[src/rtl/tree_plru_victim_if.sv]
// Victim-selection bus: access-hit touches, victim requests and victim responses.
// master drives requests/touches and consumes responses; slave is the PLRU engine.
interface tree_plru_victim_if #(
  parameter int WAYS  = 4,
  parameter int DEPTH = $clog2(WAYS)
);
  logic             touch_en;
  logic [DEPTH-1:0] touch_way;
  logic             req_valid;
  logic             req_ready;
  logic [WAYS-1:0]  req_lock_mask;
  logic [WAYS-1:0]  req_vld_mask;
  logic             resp_valid;
  logic             resp_ready;
  logic [DEPTH-1:0] resp_way;
  logic [WAYS-1:0]  resp_onehot;
  logic             resp_none;

  modport master (
    output touch_en, touch_way, req_valid, req_lock_mask, req_vld_mask, resp_ready,
    input  req_ready, resp_valid, resp_way, resp_onehot, resp_none
  );

  modport slave (
    input  touch_en, touch_way, req_valid, req_lock_mask, req_vld_mask, resp_ready,
    output req_ready, resp_valid, resp_way, resp_onehot, resp_none
  );
endinterface

[src/rtl/tree_plru_victim.sv]
// Tree pseudo-LRU victim selector: heap-ordered tree bits, lock-aware walk over a
// snapshot of the tree, fast path for invalid ways, commit of the victim on handshake.
module tree_plru_victim #(
  parameter int WAYS  = 4,
  parameter int DEPTH = $clog2(WAYS)
) (
  input logic                clk,
  input logic                rst,
  tree_plru_victim_if.slave  bus
);
  localparam int NODES = WAYS - 1;
  localparam int NW    = $clog2(2 * WAYS);

  typedef enum logic [1:0] {IDLE, WALK, RESP} state_t;

  state_t           state_q;
  logic [NODES-1:0] tree_q;
  logic [NODES-1:0] tree_d;
  logic [NODES-1:0] snap_q;
  logic [WAYS-1:0]  lock_q;
  logic [WAYS-1:0]  vld_q;
  logic [NW-1:0]    node_q;
  logic [DEPTH-1:0] prefix_q;
  logic [DEPTH-1:0] lvl_q;
  logic             resp_valid_q;
  logic [DEPTH-1:0] resp_way_q;
  logic [WAYS-1:0]  resp_onehot_q;
  logic             resp_none_q;

  logic             commit;
  logic [WAYS-1:0]  fast_cand;
  logic [DEPTH-1:0] fast_way;
  logic [2*WAYS-2:0] sub_lock;
  logic [2*WAYS-2:0] snap_ext;
  logic [NW-1:0]    left_n;
  logic [NW-1:0]    right_n;
  logic [NW-1:0]    next_node;
  logic             walk_dir;
  logic [DEPTH-1:0] next_prefix;

  assign commit    = (state_q == RESP) && bus.resp_ready && !resp_none_q;
  assign fast_cand = ~bus.req_lock_mask & ~bus.req_vld_mask;
  assign snap_ext  = {{WAYS{1'b0}}, snap_q};

  // Per heap node (internal and leaf): is every way below it locked in the captured mask?
  genvar gi;
  generate
    for (gi = 0; gi < 2 * WAYS - 1; gi++) begin : g_sub
      localparam int L = $clog2(gi + 2) - 1;
      localparam int O = gi + 1 - (1 << L);
      localparam int S = WAYS >> L;
      assign sub_lock[gi] = &lock_q[O*S +: S];
    end

    // Live-tree update: the handshake commit goes first, a coincident touch overrides it.
    for (gi = 0; gi < NODES; gi++) begin : g_node
      localparam int L = $clog2(gi + 2) - 1;
      localparam int O = gi + 1 - (1 << L);
      logic commit_hit;
      logic touch_hit;
      logic bit_d;
      assign commit_hit = commit && ((resp_way_q >> (DEPTH - L)) == DEPTH'(O));
      assign touch_hit  = bus.touch_en && ((bus.touch_way >> (DEPTH - L)) == DEPTH'(O));
      always_comb begin
        bit_d = tree_q[gi];
        if (commit_hit) bit_d = ~resp_way_q[DEPTH-1-L];
        if (touch_hit)  bit_d = ~bus.touch_way[DEPTH-1-L];
      end
      assign tree_d[gi] = bit_d;
    end
  endgenerate

  always_comb begin
    fast_way = '0;
    for (int i = WAYS - 1; i >= 0; i--) begin
      if (fast_cand[i]) fast_way = DEPTH'(i);
    end
  end

  // One level of the walk: follow the snapshot bit unless that whole subtree is locked.
  always_comb begin
    left_n   = (node_q << 1) + NW'(1);
    right_n  = left_n + NW'(1);
    walk_dir = snap_ext[node_q];
    if (!walk_dir && sub_lock[left_n]) begin
      walk_dir = 1'b1;
    end else if (walk_dir && sub_lock[right_n]) begin
      walk_dir = 1'b0;
    end
    next_node   = walk_dir ? right_n : left_n;
    next_prefix = (prefix_q << 1) | DEPTH'(walk_dir);
  end

  always_ff @(posedge clk) begin
    if (rst) begin
      state_q       <= IDLE;
      tree_q        <= '0;
      snap_q        <= '0;
      lock_q        <= '0;
      vld_q         <= '0;
      node_q        <= '0;
      prefix_q      <= '0;
      lvl_q         <= '0;
      resp_valid_q  <= 1'b0;
      resp_way_q    <= '0;
      resp_onehot_q <= '0;
      resp_none_q   <= 1'b0;
    end else begin
      tree_q <= tree_d;
      case (state_q)
        IDLE: begin
          if (bus.req_valid) begin
            snap_q   <= tree_q;
            lock_q   <= bus.req_lock_mask;
            vld_q    <= bus.req_vld_mask;
            node_q   <= '0;
            prefix_q <= '0;
            lvl_q    <= '0;
            if (&bus.req_lock_mask) begin
              state_q       <= RESP;
              resp_valid_q  <= 1'b1;
              resp_way_q    <= '0;
              resp_onehot_q <= '0;
              resp_none_q   <= 1'b1;
            end else if (|fast_cand) begin
              state_q       <= RESP;
              resp_valid_q  <= 1'b1;
              resp_way_q    <= fast_way;
              resp_onehot_q <= WAYS'(1) << fast_way;
              resp_none_q   <= 1'b0;
            end else begin
              state_q <= WALK;
            end
          end
        end
        WALK: begin
          node_q   <= next_node;
          prefix_q <= next_prefix;
          lvl_q    <= lvl_q + 1'b1;
          if (lvl_q == DEPTH'(DEPTH - 1)) begin
            state_q       <= RESP;
            resp_valid_q  <= 1'b1;
            resp_way_q    <= next_prefix;
            resp_onehot_q <= WAYS'(1) << next_prefix;
            resp_none_q   <= 1'b0;
          end
        end
        RESP: begin
          if (bus.resp_ready) begin
            state_q      <= IDLE;
            resp_valid_q <= 1'b0;
          end
        end
        default: state_q <= IDLE;
      endcase
    end
  end

  assign bus.req_ready   = (state_q == IDLE);
  assign bus.resp_valid  = resp_valid_q;
  assign bus.resp_way    = resp_way_q;
  assign bus.resp_onehot = resp_onehot_q;
  assign bus.resp_none   = resp_none_q;
endmodule

[src/flat_wrapper.sv]
// flat-port wrapper written by rule: the top's interface ports become plain ports
module tree_plru_victim_flat 
#(
  parameter int WAYS  = 4,
  parameter int DEPTH = $clog2(WAYS)
)
  (clk, rst, bus_touch_en, bus_touch_way, bus_req_valid, bus_req_lock_mask, bus_req_vld_mask, bus_resp_ready, bus_req_ready, bus_resp_valid, bus_resp_way, bus_resp_onehot, bus_resp_none);
  tree_plru_victim_if #(.WAYS(WAYS), .DEPTH(DEPTH)) bus_i ();
  input logic clk;
  input logic rst;
  input wire logic [$bits(bus_i.touch_en)-1:0] bus_touch_en;
  input wire logic [$bits(bus_i.touch_way)-1:0] bus_touch_way;
  input wire logic [$bits(bus_i.req_valid)-1:0] bus_req_valid;
  input wire logic [$bits(bus_i.req_lock_mask)-1:0] bus_req_lock_mask;
  input wire logic [$bits(bus_i.req_vld_mask)-1:0] bus_req_vld_mask;
  input wire logic [$bits(bus_i.resp_ready)-1:0] bus_resp_ready;
  output wire logic [$bits(bus_i.req_ready)-1:0] bus_req_ready;
  output wire logic [$bits(bus_i.resp_valid)-1:0] bus_resp_valid;
  output wire logic [$bits(bus_i.resp_way)-1:0] bus_resp_way;
  output wire logic [$bits(bus_i.resp_onehot)-1:0] bus_resp_onehot;
  output wire logic [$bits(bus_i.resp_none)-1:0] bus_resp_none;
  assign bus_i.touch_en = bus_touch_en;
  assign bus_i.touch_way = bus_touch_way;
  assign bus_i.req_valid = bus_req_valid;
  assign bus_i.req_lock_mask = bus_req_lock_mask;
  assign bus_i.req_vld_mask = bus_req_vld_mask;
  assign bus_i.resp_ready = bus_resp_ready;
  assign bus_req_ready = bus_i.req_ready;
  assign bus_resp_valid = bus_i.resp_valid;
  assign bus_resp_way = bus_i.resp_way;
  assign bus_resp_onehot = bus_i.resp_onehot;
  assign bus_resp_none = bus_i.resp_none;
  tree_plru_victim #(.WAYS(WAYS), .DEPTH(DEPTH)) u_core (.clk(clk), .rst(rst), .bus(bus_i));
endmodule
[config.mk]
export PLATFORM = sky130hd
export DESIGN_NAME = tree_plru_victim_flat
export DESIGN_NICKNAME = d
export VERILOG_FILES = /design/src/rtl/tree_plru_victim_if.sv /design/src/rtl/tree_plru_victim.sv /design/src/flat_wrapper.sv
export SDC_FILE = /design/constraint.sdc
export NUM_CORES = 1
export LEC_CHECK = 0
export CAP_MARGIN = 20
export CELL_PAD_IN_SITES_DETAIL_PLACEMENT = 2
export CELL_PAD_IN_SITES_GLOBAL_PLACEMENT = 2
export CORE_ASPECT_RATIO = 1.25
export CORE_MARGIN = 10
export CORE_UTILIZATION = 32
export DETAILED_ROUTE_END_ITERATION = 16
export MAX_ROUTING_LAYER = met4
export PLACE_DENSITY_LB_ADDON = 0.1
export REMOVE_ABC_BUFFERS = 1
export SETUP_SLACK_MARGIN = 0.02
export SLEW_MARGIN = 10
export SYNTH_ARGS = -nofsm -noshare
export SYNTH_HDL_FRONTEND = slang
export SYNTH_SLANG_ARGS = --single-unit
export TNS_END_PERCENT = 50
[constraint.sdc]
create_clock -name clk -period 2.75 [get_ports clk]
set_clock_uncertainty 0.1 [all_clocks]
set_input_delay 0.4125 -clock clk [delete_from_list [all_inputs] [get_ports clk]]
set_output_delay 0.4125 -clock clk [all_outputs]
set_load 0.05 [all_outputs]
# Word level (Yosys, flattened, before mapping)
# Cells that the tools add are included.
# totals
ff_bits	26
# op_classes
add_sub_neg	3
magnitude_cmp	3
eq_ne	7
shifts	2
n_mux	51
bitwise_logic	8
reduce_logical	28
# op_table
op	n
2-bit 2-to-1 mux	14
1-bit 2-to-1 mux	20
4-bit 2-to-1 mux	4
3-bit by 4-bit < comparator with 1-bit output, second input constant	3
4-bit AND reduction	3
1-bit binary-select mux with 3-bit select	3
1-bit logical AND	8
4-bit NOT	2
2-bit case mux with 2 select lines	2
4-bit case mux with 2 select lines	1
2-bit AND reduction	4
2-bit nonzero test	4
1-bit by 2-bit << shifter with 4-bit output, first input constant	2
3-bit by 1-bit adder with 3-bit output, second input constant	2
2-bit zero test	3
3-bit 2-to-1 mux	2
2-bit case mux with 3 select lines	1
3-bit case mux with 2 select lines	1
5-bit AND reduction	1
4-bit bitwise AND	1
2-bit by 1-bit equality test with 1-bit output, second input constant	2
2-bit != test, second input constant	2
1-bit NOT	4
1-bit case mux with 2 select lines	2
other kinds (10)	11

# Longest topological paths before layout
# Gate-level depths: netlist of run 1.
# depth
depth_word	11
depth_mapped	7
mapped_depth_nobuf	6

# Worst setup path before layout of run 1
# Ideal clock, no wire load.
# synth_path
kind	register -> register
startpoint	register u_core.state_q[0]
endpoint	register u_core.resp_none_q, in the netlist u_core.bus.resp_none
setup_time_ns	0.128
arrival_time_ns	1.791
required_ns	2.522
slack_ns	0.731
stages_incl_launch_ff	7
period_less_slack_ns	2.019
cell_sequence	dfxtp_1 > nor2_1 > and3_1 > a211oi_4 > buf_6 > mux2i_1 > nor2_1
# synth_via
elab_chain_cells	3
word_cells_on_any_way	8
# synth_rtl
item	line_no	rtl
start, declared	tree_plru_victim.sv:16	state_t state_q;
start signal, assigned	tree_plru_victim.sv:96	state_q <= IDLE;
start signal, assigned	tree_plru_victim.sv:120	state_q <= RESP;
start signal, assigned	tree_plru_victim.sv:126	state_q <= RESP;
2-bit zero test (*)	n/a	
net bus_req_ready	flat_wrapper.sv:17	output wire logic [$bits(bus_i.req_ready)-1:0] bus_req_ready;
3-bit by 1-bit != test with 1-bit output (no line) (tied with other cells)	n/a	
4-bit AND reduction (no line)	n/a	
end signal, assigned	tree_plru_victim.sv:107	resp_none_q <= 1'b0;
end signal, assigned	tree_plru_victim.sv:124	resp_none_q <= 1'b1;
end signal, assigned	tree_plru_victim.sv:130	resp_none_q <= 1'b0;
end, declared	tree_plru_victim.sv:28	logic resp_none_q;
# The timed path passes the listed nets; every way through them passes the cells marked *.
# A chain may end at the register's enable or synchronous reset.

# Final worst setup path of run 1
# layout_path
startpoint	input bus_req_lock_mask[2]
endpoint	register u_core.resp_onehot_q[3], in the netlist u_core.bus.resp_onehot[3]
# layout_via
elab_chain_cells	10
word_cells_on_any_way	14
# layout_rtl
item	line_no	rtl
start, declared	flat_wrapper.sv:14	input wire logic [$bits(bus_i.req_lock_mask)-1:0] bus_req_lock_mask;
4-bit NOT	tree_plru_victim.sv:42	assign fast_cand = ~bus.req_lock_mask & ~bus.req_vld_mask;
4-bit bitwise AND	tree_plru_victim.sv:42	
2-bit 2-to-1 mux (3 in series)	tree_plru_victim.sv:76	if (fast_cand[i]) fast_way = DEPTH'(i);
1-bit by 2-bit << shifter with 4-bit output	tree_plru_victim.sv:129	resp_onehot_q <= WAYS'(1) << fast_way;
4-bit 2-to-1 mux	tree_plru_victim.sv:125	end else if (|fast_cand) begin
4-bit 2-to-1 mux	tree_plru_victim.sv:119	if (&bus.req_lock_mask) begin
4-bit 2-to-1 mux	tree_plru_victim.sv:112	if (bus.req_valid) begin
4-bit case mux with 2 select lines	tree_plru_victim.sv:110	case (state_q)
end signal, assigned	tree_plru_victim.sv:129	
end signal, assigned	tree_plru_victim.sv:144	resp_onehot_q <= WAYS'(1) << next_prefix;
end, declared	tree_plru_victim.sv:27	logic [WAYS-1:0] resp_onehot_q;
# Several ways; a longest one is shown, not always the timed one. The select of a mux whose other input is x is not followed.

==> results of run 1 <==
critical path: cells and delay by family:
family / cells / cell delay [ns]
AND/OR/NAND/NOR: 3 / 0.59
AO/OA/AOI/OAI: 2 / 0.61
buffers and inverters: 2 / 0.74
layout by cell type (no fill, tap or decap), types with 2 or more instances in the layout:
cell and instances:
a21oi_1 17, a311oi_1 4, and2_1 2, buf_4 5, clkbuf_8 3, clkdlybuf4s50_1 23
dfxtp_1 26, inv_1 4, mux2i_1 2, nand2_1 13, nand2b_1 4, nand3_1 2
nand3b_1 3, nor2_1 28, nor3_1 4, nor3b_1 4, nor4_1 3, o21a_1 2
o21ai_0 13, or3_1 3
per-stage QoR:
stage / setup slack, ns / util [%] / area [µm²]
after global routing: 0.375 / 42.1 / 1700
after detailed placement: 0.302 / 40.3 / 1630
after global placement: 0.433 / 40.3 / 1630
after CTS: 0.456 / 42.1 / 1700
after floorplan: 0.788 / - / 1290
final: 0.458 / 42.1 / 1700
how the worst max path moves through the flow:
stage,slack (ns),end
5_1_grt,0.37,u_core.bus.resp_onehot[3]
4_1_cts,0.46,u_core.bus.resp_onehot[3]
2_1_floorplan,0.79,u_core.bus.resp_onehot[1]
3_3_place_gp,0.43,u_core.bus.resp_onehot[0]
6_report,0.46,u_core.bus.resp_onehot[3]
3_5_place_dp,0.30,u_core.bus.resp_onehot[0]
layer usage:
metal / up-vias / global-route usage (%) / wire length [µm] / share of wire [%]
met3: 12 / 1.76 / 97 / 2.1
met1: 670 / 14.4 / 1830 / 40
met2: 19 / 24.9 / 2520 / 55
li1: 645 / - / - / -
met5: - / - / 0 / 0
met4: 0 / 6.25 / 117 / 2.6
final cells by class:
| cell class | count | area (µm²) |
|---|---|---|
| fill | 486 | 2340 |
| multi-input combinational | 129 | 753 |
| sequential | 26 | 520 |
| timing repair buffer | 28 | 268 |
| tap | 56 | 70.1 |
| clock buffer | 3 | 41.3 |
| clock inverter | 1 | 30.0 |
| inverter | 4 | 15.0 |
flip-flops by register name (all words and copies together), names as in the netlist:
register,flops
u_core.bus.resp_onehot,4
u_core.bus.resp_none,1
u_core.lvl_q,2
u_core.state_q,2
u_core.prefix_q,1
u_core.lock_q,4
u_core.bus.resp_way,2
u_core.tree_q,3
u_core.bus.resp_valid,1
u_core.node_q,3
u_core.snap_q,3
power breakdown:
part / switching, mW / internal, mW / total [mW]
logic: 0.175 / 0.106 / 0.281
registers: 0.0255 / 0.406 / 0.432
clock network: 0.129 / 0.195 / 0.324
total: 0.329 / 0.708 / 1.04
logic make-up (layout without fill, tap and decap cells):
logic type	after synthesis	after routing
and+or+nand+nor	76	76
AOI/OAI and AO/OA	50	50
DFF	26	26
buffers and inverters	11	36
muxes	2	2
adders and majority gates	1	1
==> impl_results.md, run 1 <==
- Status: complete, no violations
- GP Congestion: 0.811
- Post-layout nets: about 210
- Achievable frequency: around 440 MHz
- Synth Cell Area: between 1000 and 1500 µm²
- Worst R2R End: u_core.bus.resp_onehot[3]
- Top cell type's share of synthesized area: 39.4%
- Post-CTS Resized: 0
- Root Buffer: clkbuf_8
- CTS Buffer Depth: 2
- VDD IR max: around 0.23 mV
- Ys async rst share: 0%
- Compound-Gate Fraction of Synth Area: about a quarter
- Critical path class: input port to register
- Slew headroom: between 50% and 60%
- Critical Path Source Type: input port
- Clock Latency Late Sink: about 0.28 ns
- Worst Hold Class: register to register
- DR vias/cell: approximately 5.4
- Period utilisation layout: between 80% and 90%
- Fin. Hold Viols: 0
- Flop2flop setup slack: 0.60 ns
- Share of cells above drive strength 1: approximately 8.4%
- Slowest cell on crit path: clkdlybuf4s50_1
- Synth Instances: around 170
- P per Cell Area: between 600 and 700 nW/µm²
- First-pass GRT wire length: roughly 7700 µm
- RR Startpoint: u_core.node_q[1]
- Die Footprint: approximately 7000 µm²
- Vias: about 1300
- Hold EP: u_core.snap_q[2]
- Arrival time of the worst setup path: approximately 2.4 ns
- Synth Area in Simple Gates: between 20% and 30%
- Area grow syn2layout: 28.4%
- Initial Util: approximately 33%
- CP endpoint kind: register
- Antenna violations before repair: 0
- # setup viols final: 0
- CTS sink cnt: 26
- Hold Slack: about 0.38 ns
- Yosys reg bits: 26
- Prevailing post-synth register cell: dfxtp_1
- Fin. max-slew vios: 0
- CTS buffer count: 3
- Yosys cell types: between 40 and 50
- DP Cell Count: 243
- I/O Buffers: 23
- Min-delay src: u_core.tree_q[2]
- Largest net degree at the start of global routing: 23
- # IOs: 24
- Setup Buffers After CTS: 0
- Vias in the first global route: around 1500
- RSZ-0062 raised after global routing: no
- YS warnings: 0
- Adder-Cell Fraction of Synth Area: 0.946%
- Worst Tran Pin Value: around 0.60 ns
- Worst Path Required: 2.81 ns
- Final ANT Viol Nets: 0
- Main combinational cell family by area after synthesis: simple AND/OR/NAND/NOR gates
- Power Total: slightly above 1 mW
- WL final: ~4600 µm
- Mean area per synthesized cell: 7.97 µm²
- Crit path from: bus_req_lock_mask[2]
- Max Cap Viol: 0
- Hold-fix buffers, CTS: 0
- Multiplexer share of the synthesized area: under 10%
- Yosys top cell by area: dfxtp_1
- Core area: 4030 µm²
- Reg2reg path depth: 5
- Number of synthesized flops with an enable pin: 0
- Synth Area in XOR/XNOR: 0%
- Hold Crit Depth: 2
- Most numerous cell in the Yosys netlist: nor2_1
- Clock-pin slew on the worst setup and hold paths: 0.10 ns
- Worst-path fanout max: 8
- P_leak: 0.578 nW
- Cell Chain, Critical Path: clkdlybuf4s50_1 -> nand4_1 -> and3_1 -> a211oi_4 -> buf_4 -> nor2_1 -> a311oi_1
- Chip Width: approximately 78 µm
- Min Tclk post-route: 2.29 ns
- Initial DRC count: 52
- Sequential share of the synthesized area: 39.4%
- Final non-filler cell total: approximately 250
- Post-synth top cells: nor2_1, dfxtp_1, a21oi_1
- Area contributors post-synth: dfxtp_1, nor2_1, a21oi_1
- Die H: 91.9 µm
- Routed WL per cell: 18.5 µm
- Setup TNS: 0 ns
- Dpl hpwl: around 3400 µm
- CTS tree: done
- Drt pass-1 iters: 3
- CP max stage delay: about 0.54 ns
- Total Routing Usage GR: between 10 and 15%
- Core Rows: 26
- Antenna diode count: 0
- H-Tree Depth: 1
- GRT overflow: 0
- DRC Markers: 0
Note: power is estimated with default switching activity, not from simulation.
==> run 2: changes to the inputs <==
--- a/config.mk
+++ b/config.mk
@@ -10,7 +10,7 @@
 export CELL_PAD_IN_SITES_GLOBAL_PLACEMENT = 2
 export CORE_ASPECT_RATIO = 1.25
 export CORE_MARGIN = 10
-export CORE_UTILIZATION = 32
+export CORE_UTILIZATION = 27
 export DETAILED_ROUTE_END_ITERATION = 16
 export MAX_ROUTING_LAYER = met4
 export PLACE_DENSITY_LB_ADDON = 0.1
==> constraint.sdc (replaced) <==
create_clock -name clk -period 2 [get_ports clk]
set_clock_uncertainty 0.1 [all_clocks]
set_input_delay 0.3 -clock clk [delete_from_list [all_inputs] [get_ports clk]]
set_output_delay 0.3 -clock clk [all_outputs]
set_load 0.05 [all_outputs]
==> run 2 against run 1 <==
Against the previous run: first-iteration DRC count fell by 17%; total power increased by 41%; clock-buffer cell count is the same; design area rose by 9.4%; critical path depth decreased by 6; sequential power increased by 37%; largest power group unchanged; setup slack worse by 0.35 ns; non-clock buffer count up 18; clock power increased by 37%; utilization fell by 2.8 points; flip-flop and latch count unchanged; via count grew 3.9%.
==> impl_results.md, run 2 (synthesis results as in run 1) <==
- Status: complete, no violations
- Antenna violations before repair: 0
- Share of cells above drive strength 1: about 20%
- Achievable frequency: approximately 530 MHz
- Critical path class: register to output port
- Worst Tran Pin Value: between 0.5 and 0.6 ns
- RSZ-0062 raised after global routing: no
- I/O Buffers: 23
- Antenna diode count: 0
- Reg2reg path depth: 5
- Worst Hold Class: input port to register
- Total Routing Usage GR: about an eighth
- Final non-filler cell total: between 200 and 300
- CP endpoint kind: output port
- Flop2flop setup slack: approximately 0.13 ns
- Root Buffer: clkbuf_8
- RR Startpoint: u_core.node_q[1]
- Period utilisation layout: 94.8%
- Die H: 98.3 µm
- Crit path capture: bus_resp_way[1]
- Drt pass-1 iters: 4
- Final ANT Viol Nets: 0
- WL final: 4780 µm
- P_leak: 0.704 nW
- Vias: between 1000 and 1500
- Crit path from: u_core.bus.resp_way[1]
- Cell Chain, Critical Path: clkdlybuf4s50_1
- CTS buffer count: 3
- Setup TNS: 0 ns
- Critical path depth: 1
- Core area: between 4000 and 5000 µm²
- Post-layout nets: roughly 230
- CP max stage delay: 0.82 ns
- DR vias/cell: about 5.2
- Multi-input logic area: between 700 and 800 µm²
- Slew headroom: about two thirds
- Family with the most delay on the worst path: buffers and inverters
- Initial DRC count: between 40 and 50
- Chip Width: just over 80 µm
- Crit path buffers/inverters: 1
- DP Cell Count: between 200 and 300
- Arrival time of the worst setup path: ~1.5 ns
- H-Tree Depth: 1
- Area grow syn2layout: 40.5%
- Worst R2R End: u_core.bus.resp_onehot[1]
- Fillers: 573
- P per Cell Area: between 700 and 800 nW/µm²
- Worst Path Required: 1.60 ns
- Critical Path Source Type: register
- Die Footprint: approximately 8100 µm²
- DRC Markers: 0
- Fin. max-slew vios: 0
- First-pass GRT wire length: between 7000 and 8000 µm
- Clock Latency Late Sink: around 0.28 ns
- # IOs: 24
- GRT overflow: 0
- CTS sink cnt: 26
- GP Congestion: roughly 0.83
- # setup viols final: 0
- Dpl hpwl: 3870 µm
- Clock-pin slew on the worst setup and hold paths: about 0.10 ns
- Largest net degree at the start of global routing: 21
- Min Tclk post-route: between 1.5 and 2 ns
- Max Cap Viol: 0
- Initial Util: around 28%
- Most common cell after layout, fill and taps aside: nor2_1
- Core Rows: 28
- Routed WL per cell: 17.8 µm
- CTS Buffer Depth: 2
- Fin. Hold Viols: 0
- VDD IR max: approximately 0.32 mV
- Slowest cell on crit path: clkdlybuf4s50_1
- Worst-path fanout max: 4
- Most frequent cells in the layout: nor2_1, buf_4, dfxtp_1
- CTS tree: done
- Vias in the first global route: 1569
- FF/Latch Area: 522 µm²
[run 2: routing by layer]
layer  global-route usage, %  part of all wire [%]  vias up
met1                    14.7                    44      689
li1                        -                     -      682
met3                    1.74                   2.3        7
met2                    20.9                    52       20
met5                       -                     0        -
met4                    4.00                   1.8        0
[run 2: how the worst min path moves through the flow]
stage	start	to	cells past startpoint	slack [ns]
2_1_floorplan	rst	u_core.bus.resp_onehot[1]	1	0.27
3_3_place_gp	u_core.tree_q[2]	u_core.snap_q[2]	2	0.35
3_5_place_dp	u_core.tree_q[2]	u_core.snap_q[2]	2	0.36
4_1_cts	u_core.tree_q[2]	u_core.snap_q[2]	2	0.37
5_1_grt	bus_req_lock_mask[1]	u_core.lock_q[1]	3	0.27
6_report	bus_req_lock_mask[2]	u_core.lock_q[2]	3	0.24
[run 2: area by class of cell]
cell class	instances	share of cell area, %
multi-input cells	129	41.3
flip-flops and latches	26	28.1
repair buffers	46	21.9
well taps	60	4.04
clock buffers	3	2.22
clock inverters	1	1.62
inverters	4	0.808
[run 2: where the power goes]
part           switching [mW]  internal, mW
sequential             0.0339         0.559
combinational           0.250         0.179
clock                   0.176         0.268
total                   0.460          1.01
[run 2: stage by stage]
stage | util [%] | total power [mW] | worst slack [ns] | area [µm²] | hold slack (ns)
after global routing | 39.3 | 1.54 | 0.0144 | 1860 | 0.272
after floorplan | - | 0.827 | 0.0377 | 1290 | 0.268
after detailed placement | 37.2 | 1.03 | -0.255 | 1760 | 0.360
after global placement | 37.2 | 1.01 | -0.196 | 1760 | 0.352
final | 39.3 | 1.47 | 0.105 | 1860 | 0.241
after CTS | 38.8 | 1.48 | 0.0163 | 1830 | 0.374
[run 2: timing repair]
action,in CTS,in global routing
hold buffers,0,0
setup endpoints to repair,2,8
resized for setup,1,7
pin swaps,0,1
buffers inserted,0,0
==> run 3: changes to the inputs <==
--- a/config.mk
+++ b/config.mk
@@ -5,11 +5,9 @@
 export SDC_FILE = /design/constraint.sdc
 export NUM_CORES = 1
 export LEC_CHECK = 0
-export CAP_MARGIN = 20
 export CELL_PAD_IN_SITES_DETAIL_PLACEMENT = 2
 export CELL_PAD_IN_SITES_GLOBAL_PLACEMENT = 2
 export CORE_ASPECT_RATIO = 1.25
-export CORE_MARGIN = 10
 export CORE_UTILIZATION = 27
 export DETAILED_ROUTE_END_ITERATION = 16
 export MAX_ROUTING_LAYER = met4
==> run 3 against run 2 <==
Against the previous run: critical path depth did not move; sequential power barely moved; clock-buffer cell count did not move; combinational power down 2%; global-route usage increased by 6.9 points; wire length is 7.0% lower; largest cell class unchanged.
==> impl_results.md, run 3 (synthesis results as in run 1) <==
- Status: complete, no violations
- Dpl hpwl: 3510 µm
- CP endpoint kind: output port
- H-Tree Depth: 1
- Routed WL per cell: 16.6 µm
- Flop2flop setup slack: roughly 0.090 ns
- Vias in the first global route: roughly 1600
- Arrival time of the worst setup path: about 1.5 ns
- Most common cell after layout, fill and taps aside: nor2_1
- Met3 wire length: ~58 µm
- CTS tree: done
- Setup Buffers After CTS: 0
- Core area: ~4700 µm²
- Crit path buffers/inverters: 1
- Power Total: ~1.3 mW
- Fillers: ~550
- Worst R2R End: u_core.bus.resp_onehot[1]
- Reg2reg path depth: 5
- Area grow syn2layout: 37.7%
- Clock Latency Late Sink: about 0.27 ns
- Worst Hold Class: input port to register
- RR Startpoint: u_core.node_q[1]
- Vias: 1381
- DR vias/cell: approximately 5.2
- Initial Util: between 20% and 30%
- Core Rows: 28
- P_leak: 0.683 nW
- Die Footprint: ~5200 µm²
- Min-delay src: bus_req_lock_mask[1]
- CTS buffer count: 3
- Worst Tran Pin Value: ~0.53 ns
- First-pass GRT wire length: around 7400 µm
- Fin. max-slew vios: 0
- Final ANT Viol Nets: 0
- # setup viols final: 0
- Total Routing Usage GR: 19.4%
- Hold Slack: around 0.27 ns
- Hold Crit Depth: 3
- VDD IR max: between 0.3 and 0.4 mV
- GP Congestion: between 0.8 and 0.9
- Critical path class: register to output port
- Critical Path Source Type: register
- Initial DRC count: 23
- Met1 Routed Length: 1930 µm
- Root Buffer: clkbuf_8
- CP max stage delay: slightly above 0.8 ns
- RSZ-0062 raised after global routing: no
- Final worst slack: just under 0.08 ns
- Antenna violations before repair: 0
- Largest net degree at the start of global routing: 28
- Final core utilization: between 30% and 40%
- I/O Buffers: 23
- Family with the most delay on the worst path: buffers and inverters
- CTS Buffer Depth: 2
- Most frequent cells in the layout: nor2_1, dfxtp_1, buf_4
- Drt pass-1 iters: 3
- DP Cell Count: about 270
- Worst Path Required: approximately 1.6 ns
- Min Tclk post-route: a little under 2 ns
- Share of cells above drive strength 1: between 15 and 20%
- Fin. Hold Viols: 0
- Multi-input logic area: approximately 760 µm²
- Highest Signal Layer: met4
- Die H: around 80 µm
- CTS sink cnt: 26
- WL final: 4450 µm
- FF/Latch Area: between 500 and 600 µm²
- Hold EP: u_core.lock_q[1]
- DRC Markers: 0
- Max Cap Viol: 0
- # IOs: 24
- Worst slack, placed: -0.213 ns
- Post-layout nets: ~230
- Chip Width: approximately 65 µm
- Worst-path fanout max: 4
- P per Cell Area: between 700 and 800 nW/µm²
- Slew headroom: 64.8%
- Slowest cell on crit path: clkdlybuf4s50_1
- GRT overflow: 0
- Period utilisation layout: a little over nine tenths
- Clock-pin slew on the worst setup and hold paths: about 0.09 ns
- Achievable frequency: 520 MHz
- Final non-filler cell total: ~270
- Cell Chain, Critical Path: clkdlybuf4s50_1
- Antenna diode count: 0
- Wire length on met2: about 2400 µm
## run 3: final cells by class
class | count | share of cell area (%)
Multi-Input combinational cell | 129 | 41.7
Sequential cell | 26 | 28.7
Timing Repair Buffer | 46 | 22.4
Tap cell | 60 | 4.12
Clock buffer | 3 | 2.27
Inverter | 4 | 0.825
## run 3: worst max-delay path by stage
stage / start / cells past startpoint / to
final: u_core.bus.resp_way[0] / 1 / bus_resp_way[0]
after CTS: u_core.bus.resp_way[0] / 1 / bus_resp_way[0]
after detailed placement: bus_req_lock_mask[0] / 7 / u_core.bus.resp_onehot[1]
after global routing: u_core.node_q[1] / 5 / u_core.bus.resp_way[0]
after global placement: bus_req_lock_mask[0] / 7 / u_core.bus.resp_onehot[0]
after floorplan: u_core.state_q[0] / 5 / u_core.bus.resp_onehot[1]
## run 3: timing repair
item	4_1_cts	5_1_grt
hold buffers	0	0
gates resized for setup	0	6
setup endpoints to repair	0	5
## run 3: per-layer routing
metal	vias up	track usage [%]
met5	-	-
met4	0	8.00
met3	5	1.28
met2	16	36.7
met1	678	20.6
li1	682	-
## run 3: tightest hold or removal path, stage by stage
cell and delay (ns):
dlymetal6s2s_1 0.16, nand2_1 0.08, a21oi_1 0.06
## run 3: power by group
part           switching, mW  internal (mW)  total (mW)
registers             0.0324          0.559       0.591
clock network          0.164          0.135       0.299
logic                  0.246          0.174       0.420
## run 3: through the flow
| step | TNS, ns | instance area, µm² |
|---|---|---|
| 2_1_floorplan | 0 | 1290 |
| 3_3_place_gp | -1.13 | 1760 |
| 3_5_place_dp | -1.38 | 1760 |
| 4_1_cts | 0 | 1810 |
| 5_1_grt | 0 | 1820 |
| 6_report | 0 | 1820 |
